`config.mk`:
```
export PLATFORM = sky130hd
export DESIGN_NAME = phase_generator_param_flat
export DESIGN_NICKNAME = d
export VERILOG_FILES = /design/src/rtl/cdr_phase_pkg.sv /design/src/rtl/phase_generator_param_if.sv /design/src/rtl/phase_decode.sv /design/src/rtl/phase_generator_param.sv /design/src/flat_wrapper.sv
export SDC_FILE = /design/constraint.sdc
export NUM_CORES = 1
export LEC_CHECK = 0
export CAP_MARGIN = 20
export CORE_ASPECT_RATIO = 1.2
export CORE_UTILIZATION = 61
export DETAILED_ROUTE_END_ITERATION = 10
export DONT_BUFFER_PORTS = 1
export GPL_TIMING_DRIVEN = 1
export PLACE_DENSITY = 0.77
export SETUP_SLACK_MARGIN = 0.15
export SLEW_MARGIN = 10
export SYNTH_ARGS = -nofsm -noshare
export SYNTH_HDL_FRONTEND = slang
export SYNTH_HIERARCHICAL = 1
export SYNTH_SLANG_ARGS = --single-unit
export TNS_END_PERCENT = 100
```
`constraint.sdc`:
```
create_clock -name clk -period 4.5 [get_ports clk]
set_input_delay 0.9 -clock clk [delete_from_list [all_inputs] [get_ports clk]]
set_output_delay 0.9 -clock clk [all_outputs]
set_load 0.01 [all_outputs]
```
`src/rtl/cdr_phase_pkg.sv`:
```
// Shared helpers for the parametrised CDR phase generator: index width and phase-word pattern.
package cdr_phase_pkg;

  // Widest phase word the pattern helper can produce; callers truncate to their N.
  localparam int unsigned MAX_N = 64;

  // Index width for an index space of 2N (N a power of two).
  function automatic int unsigned idx_width(input int unsigned n);
    return $clog2(n) + 1;
  endfunction

  // Johnson/thermometer word for index k: low k bits set up to N, then ones drain from the bottom.
  function automatic logic [MAX_N-1:0] phase_pattern(input int unsigned idx, input int unsigned n);
    logic [MAX_N-1:0] w;
    w = '0;
    for (int i = 0; i < int'(MAX_N); i++) begin
      if (i < int'(n)) begin
        if (idx <= n) w[i] = (i < int'(idx));
        else          w[i] = (i >= int'(idx - n));
      end
    end
    return w;
  endfunction

endpackage

```
`src/rtl/phase_generator_param_if.sv`:
```
// Control/status bundle between the CDR loop filter (master) and the phase generator (slave).
interface phase_generator_param_if
  import cdr_phase_pkg::*;
#(
  parameter int unsigned N      = 16,
  parameter int unsigned STEP_W = 2
);
  localparam int unsigned IDX_W = idx_width(N);

  logic              load;
  logic [IDX_W-1:0]  load_idx;
  logic              en;
  logic              dir;
  logic [STEP_W-1:0] step;
  logic [IDX_W-1:0]  phase_idx;
  logic [N-1:0]      phase_out;
  logic              wrap;

  modport master (
    output load, load_idx, en, dir, step,
    input  phase_idx, phase_out, wrap
  );

  modport slave (
    input  load, load_idx, en, dir, step,
    output phase_idx, phase_out, wrap
  );
endinterface

```
`src/rtl/phase_decode.sv`:
```
// Combinational phase index -> N-bit Johnson/thermometer phase word.
module phase_decode
  import cdr_phase_pkg::*;
#(
  parameter int unsigned N = 16
) (
  input  logic [idx_width(N)-1:0] idx,
  output logic [N-1:0]            word_c
);

  // Decode through the shared pattern helper so the word definition lives in one place.
  always_comb begin
    word_c = N'(phase_pattern(32'(idx), N));
  end

endmodule

```
`src/rtl/phase_generator_param.sv`:
```
// Parametrised CDR phase generator: phase index with direction, step, load, optional saturation.
module phase_generator_param
  import cdr_phase_pkg::*;
#(
  parameter int unsigned N        = 16,
  parameter int unsigned STEP_W   = 2,
  parameter int unsigned SATURATE = 0
) (
  input logic                   clk,
  input logic                   rst_gen,
  phase_generator_param_if.slave bus
);

  localparam int unsigned IDX_W = idx_width(N);
  localparam int unsigned SUM_W = IDX_W + 1;

  logic [IDX_W-1:0] idx_q, idx_d;
  logic [N-1:0]     phase_q, phase_d;
  logic             wrap_q, wrap_d;
  logic [SUM_W-1:0] step_ext;
  logic [SUM_W-1:0] sum_c;
  logic [SUM_W-1:0] diff_c;

  // Next index and wrap flag; 2N is a power of two so the extra bit is the carry/borrow.
  always_comb begin
    idx_d    = idx_q;
    wrap_d   = 1'b0;
    step_ext = SUM_W'(bus.step);
    sum_c    = {1'b0, idx_q} + step_ext;
    diff_c   = {1'b0, idx_q} - step_ext;
    if (bus.load) begin
      idx_d = bus.load_idx;
    end else if (bus.en && (bus.step != '0)) begin
      if (!bus.dir) begin
        wrap_d = sum_c[IDX_W];
        if ((SATURATE != 0) && sum_c[IDX_W]) idx_d = '1;
        else                                  idx_d = sum_c[IDX_W-1:0];
      end else begin
        wrap_d = diff_c[IDX_W];
        if ((SATURATE != 0) && diff_c[IDX_W]) idx_d = '0;
        else                                   idx_d = diff_c[IDX_W-1:0];
      end
    end
  end

  // Decode the next index so the word register tracks the index register with no lag.
  phase_decode #(.N(N)) u_decode (
    .idx    (idx_d),
    .word_c (phase_d)
  );

  // State registers with synchronous reset.
  always_ff @(posedge clk) begin
    if (rst_gen) begin
      idx_q   <= '0;
      phase_q <= '0;
      wrap_q  <= 1'b0;
    end else begin
      idx_q   <= idx_d;
      phase_q <= phase_d;
      wrap_q  <= wrap_d;
    end
  end

  assign bus.phase_idx = idx_q;
  assign bus.phase_out = phase_q;
  assign bus.wrap      = wrap_q;

endmodule

```
`src/flat_wrapper.sv`:
```
// flat-port wrapper written by rule: the top's interface ports become plain ports
module phase_generator_param_flat import cdr_phase_pkg::*;
#(
  parameter int unsigned N        = 16,
  parameter int unsigned STEP_W   = 2,
  parameter int unsigned SATURATE = 0
)
  (clk, rst_gen, bus_load, bus_load_idx, bus_en, bus_dir, bus_step, bus_phase_idx, bus_phase_out, bus_wrap);
  phase_generator_param_if #(.N(N), .STEP_W(STEP_W)) bus_i ();
  input logic clk;
  input logic rst_gen;
  input wire logic [$bits(bus_i.load)-1:0] bus_load;
  input wire logic [$bits(bus_i.load_idx)-1:0] bus_load_idx;
  input wire logic [$bits(bus_i.en)-1:0] bus_en;
  input wire logic [$bits(bus_i.dir)-1:0] bus_dir;
  input wire logic [$bits(bus_i.step)-1:0] bus_step;
  output wire logic [$bits(bus_i.phase_idx)-1:0] bus_phase_idx;
  output wire logic [$bits(bus_i.phase_out)-1:0] bus_phase_out;
  output wire logic [$bits(bus_i.wrap)-1:0] bus_wrap;
  assign bus_i.load = bus_load;
  assign bus_i.load_idx = bus_load_idx;
  assign bus_i.en = bus_en;
  assign bus_i.dir = bus_dir;
  assign bus_i.step = bus_step;
  assign bus_phase_idx = bus_i.phase_idx;
  assign bus_phase_out = bus_i.phase_out;
  assign bus_wrap = bus_i.wrap;
  phase_generator_param #(.N(N), .STEP_W(STEP_W), .SATURATE(SATURATE)) u_core (.clk(clk), .rst_gen(rst_gen), .bus(bus_i));
endmodule
```
# After elaboration in Yosys (flattened, before gate mapping)
# Index checks and enable logic that the tools add are counted.
word_totals:
  register_bits: 22
  input_bits: 12
  out_inout_bits: 22
  wordCells: 63
classes:
  n_addsub: 3
  n_lt_le_gt_ge: 33
  mux: 20
  bitwise: 1
  n_reduce_logical: 3
ops:
  columns: ["operator", "count"]
  rows:
  - ["greater-or-equal comparator 5 x 6 -> 1 bit (first input constant)", 8]
  - ["< comparator 4 x 5 -> 1 bit (first input constant)", 8]
  - ["greater-or-equal comparator 4 x 6 -> 1 bit (first input constant)", 4]
  - ["< comparator 3 x 5 -> 1 bit (first input constant)", 4]
  - ["two-way mux 1 bit", 17]
  - ["two-way mux 5 bit", 3]
  - ["greater-or-equal comparator 3 x 6 -> 1 bit (first input constant)", 2]
  - ["< comparator 1 x 5 -> 1 bit (first input constant)", 2]
  - ["< comparator 2 x 5 -> 1 bit (first input constant)", 2]
  - ["adder 5 x 2 -> 6 bit", 1]
  - ["greater-or-equal comparator 1 x 6 -> 1 bit (first input constant)", 1]
  - ["greater-or-equal comparator 2 x 6 -> 1 bit (first input constant)", 1]
  - ["subtractor 5 x 2 -> 6 bit", 1]
  - ["subtractor 5 x 5 -> 6 bit (second input constant)", 1]
  - ["<= comparator 5 bit (second input constant)", 1]
  - ["OR reduction 3 bit", 1]
  - ["nonzero test 2 bit", 1]
  - ["logical AND 1 bit", 1]
  - ["NOT 1 bit", 1]

# Longest topological paths before layout
logic_depth:
  word_depth: 7
  mapped_depth: 16
  mapped_depth_nobuf: 14

# Cells and area by module
# Netlist, hierarchy kept.
modules_own_cells:
  columns: ["module", "instances", "cells_per_inst", "area_each_um2", "seq_area_each_um2"]
  rows:
  - ["phase_generator_param", 1, 97, 957.2, 440.4]
  - ["phase_decode", 1, 44, 305.3, 0.0]

# Least setup slack after synthesis
# Ideal clock, no wire load.
synth_path:
  path_kind: "in2reg"
  start: "input bus_step[0]"
  end: "register u_core.phase_q[8] (netlist: u_core/bus.phase_out[8])"
  setup_time_ns: 0.128
  arrival_time_ns: 3.448
  required_time_ns: 4.372
  setup_slack_ns: 0.924
  path_stages: 14
  path_buffers: 1
  path_cell_list: "ha_1 inv_1 fa_1 and2_1 o31a_1 nor3_1 a21oi_1 nor4_1 nand2_1 ha_1 nor2_1 buf_2 mux2i_1 nor2b_1"
synth_between:
  elab_chain_len: 7
  word_cells_on_any_way: 12
  cone_classes: "add/sub (3); order compare (3); mux (4); reduce/logical (2)"
synth_lines:
  columns: ["item", "line_no", "rtl"]
  rows:
  - ["start: declaration", "flat_wrapper.sv:16", "input wire logic [$bits(bus_i.step)-1:0] bus_step;"]
  - ["adder 5 x 2 -> 6 bit, or another cell as far along", "phase_generator_param.sv:29", "sum_c = {1'b0, idx_q} + step_ext;"]
  - ["two-way mux 5 bit / logical AND 1 bit (equally long branches)", "phase_generator_param.sv:34, phase_generator_param.sv:33", null]
  - ["two-way mux 5 bit (*)", "phase_generator_param.sv:33", "end else if (bus.en && (bus.step != '0)) begin"]
  - ["two-way mux 5 bit (*)", "phase_generator_param.sv:31", "if (bus.load) begin"]
  - ["via u_core.idx_d[2]", "phase_generator_param.sv:17", "logic [IDX_W-1:0] idx_q, idx_d;"]
  - ["subtractor 5 x 5 -> 6 bit", "cdr_phase_pkg.sv:19", "else w[i] = (i >= int'(idx - n));"]
  - ["greater-or-equal comparator 5 x 6 -> 1 bit", "cdr_phase_pkg.sv:19", null]
  - ["two-way mux 1 bit (*)", "cdr_phase_pkg.sv:18", "if (idx <= n) w[i] = (i < int'(idx));"]
  - ["via u_core.phase_d[8]", "phase_generator_param.sv:18", "logic [N-1:0] phase_q, phase_d;"]
  - ["end signal: assignment", "phase_generator_param.sv:60", "phase_q <= phase_d;"]
  - ["end: declaration", "phase_generator_param.sv:18", null]
# Mark *: on every way through the listed nets, which the timed path passes. The rest lies on a longest branch.
# A chain may end at the register's enable or synchronous reset.

# Worst setup path after layout
layout_path:
  start: "input bus_step[0]"
  end: "register u_core.phase_q[14] (netlist: u_core/bus.phase_out[14])"
# Same word-level chain as after synthesis.

==> metrics.txt <==
Tcrit/Tclk final 84.4%; Initial DRC Count 22; Crit Path Category in -> reg; initial antenna violation count 0; Remaining Overflow, GRT 0; Achievable Freq 263 MHz; TNS Setup 0 ps; Critical Path End Type flop; Leakage 0.528 nW; setup violators final 0; CTS clk-pin slew, worst paths 120 ps; syn_area_per_cell 8.95 sq um; largest net degree at the start of global routing 23; Die H 51.8 um; Synth Flop Type dfxtp_1; worst-path fanout max 14; Die Footprint 2260 sq um; Post CTS Setup Buffer Count 0; vias in the first global route 880; I/O Pins 34; RSZ-0062 raised after global routing no; n_diodes 0; Final Hold Viols 0; clk sinks 22; Vias/cell 6.10; core area 1890 sq um; violated checks DRC; Final Skew 1.48 ps; Post-synth top cells dfxtp_1, nor2b_1, mux2i_1; critical path startpoint category input port; dpl cells 153; Syn Nets 160; total power 452 uW; fin cells 157; routability congestion estimate 0.815; WL/cell 15.1 um; clock insertion delay at the later pin of the skew report 310 ps; max_cap viols 0; HP Class in -> reg; Die X 43.5 um; minimum clock period 3800 ps; synth top area cells dfxtp_1, mux2i_1, nor2b_1; Mapped Area 1260 sq um; DPL Wire Length 1.75 mm; sequential-to-total area share from yosys stat 34.9%; outcome finished with violations; Ys Warns 6; initial cell density of the core 66.7%; Post-synth EDFFs 0; count leader, synth dfxtp_1; WP data arrival 4020 ps; DRT Wirelength 2.36 mm; Critical Path RT 4720 ps; H-tree depth 1; root buffer cell clkbuf_4; Yosys top cell by area dfxtp_1; Distinct cells, synth 43; DRC violations left 6; Port Buf Inserts 0; Max IR drop VDD 0.298 mV; Routed Antenna Nets 0; via count 957; standard-cell row count 17; CTS tree yes; number of synthesized register bits 22; DRT Pass-1 Iters 7; first-pass GRT wire length 3.71 mm; PwrDens 353 nW/um^2; Async SR Flop Fraction 0%; Worst-Margin Slew 809 ps; CTS Hold Buffers Added 0; setup slack, reg-to-reg 800 ps; Gate Count Post-Synth 141; layout cells sized above 1 8.70%; CTS Buf Count 3; post-CTS resize count 0; Worst slew margin 46.1%; CTS max path bufs 2; Max Slew Vio Count 0; GRT Resource Usage Total 22.4%; top-area cell type share of the netlist area 34.9%; Area Growth Syn to Fin 1.29%; NumNets Final 158
## layout by cell type (no fill, tap or decap), types with 2 or more instances in the layout
| master | n |
|---|---|
| nor2b_1 | 16 |
| buf_4 | 2 |
| clkbuf_4 | 3 |
| nand2_1 | 6 |
| nor4_1 | 2 |
| mux2i_1 | 14 |
| o31ai_1 | 2 |
| nor2_1 | 12 |
| ha_1 | 5 |
| a211oi_1 | 2 |
| a21oi_1 | 9 |
| o21ai_1 | 2 |
| fa_1 | 2 |
| nor3_1 | 4 |
| a31oi_1 | 2 |
| dfxtp_1 | 22 |
| nand3_1 | 3 |
| inv_1 | 6 |
| and2_1 | 2 |
## power by group
group	leakage [nW]	total (mW)	switching, mW	internal, mW
registers	0.184	0.239	0.0229	0.216
clock network	0.0210	0.109	0.0592	0.0495
logic	0.323	0.104	0.0556	0.0485
## logic make-up after synthesis
group / after synthesis / share of synthesized area [%]
AO/OA/AOI/OAI: 28 / 15.0
XOR/XNOR: 1 / 0.694
adder cells (fa/ha/maj): 7 / 8.13
buffers and inverters: 16 / 6.74
flip-flops: 22 / 34.9
multiplexers: 14 / 11.1
AND/OR/NAND/NOR: 53 / 23.5
## layout make-up
class                           instances  area, sq um
Clock buffer                            4         36.3
Fill cell                             162          614
Inverter                                7         26.3
Multi-Input combinational cell        103          737
Sequential cell                        22          440
Tap cell                               19         23.8
Timing Repair Buffer                    2         15.0
## worst paths after layout
check / from / endpoint / depth (start not counted)
min reg2reg: u_core/bus.phase_idx[3] / u_core/bus.phase_idx[3] / 2
max reg2reg: u_core/bus.phase_idx[0] / u_core/bus.phase_out[14] / 14
min: rst_gen / u_core/bus.phase_idx[4] / 1
max: bus_step[0] / u_core/bus.phase_out[14] / 13
## registers in the layout (all words and copies together) (netlist names)
register / cells
u_core/bus.phase_out: 16
u_core/bus.wrap: 1
u_core/bus.phase_idx: 5
## metrics by stage
| step | hold slack [ps] | util, % | setup slack (ps) | instance area (sq um) |
|---|---|---|---|---|
| 5_1_grt | 609 | 67.5 | 371 | 1280 |
| 2_1_floorplan | 593 | - | 924 | 1260 |
| 3_3_place_gp | 639 | 65.6 | 600 | 1240 |
| 4_1_cts | 625 | 67.5 | 772 | 1280 |
| 6_report | 632 | 67.5 | 701 | 1280 |
| 3_5_place_dp | 653 | 65.6 | 437 | 1240 |
## critical path, stage by stage
cell	delay, ps
ha_1	150
inv_1	50
fa_1	370
and2_1	180
nor4_1	170
nor3_1	90
a21oi_1	640
nor4_1	180
nand2_1	140
ha_1	240
and2_0	560
mux2i_1	170
nor2b_1	170
## metal layers
metal,track usage (%),part of all wire (%)
met3,4.17,4.9
met4,15.6,2.5
met5,0,0
met2,40.7,53
met1,22.8,40
Note: power is estimated with default switching activity, not from simulation.
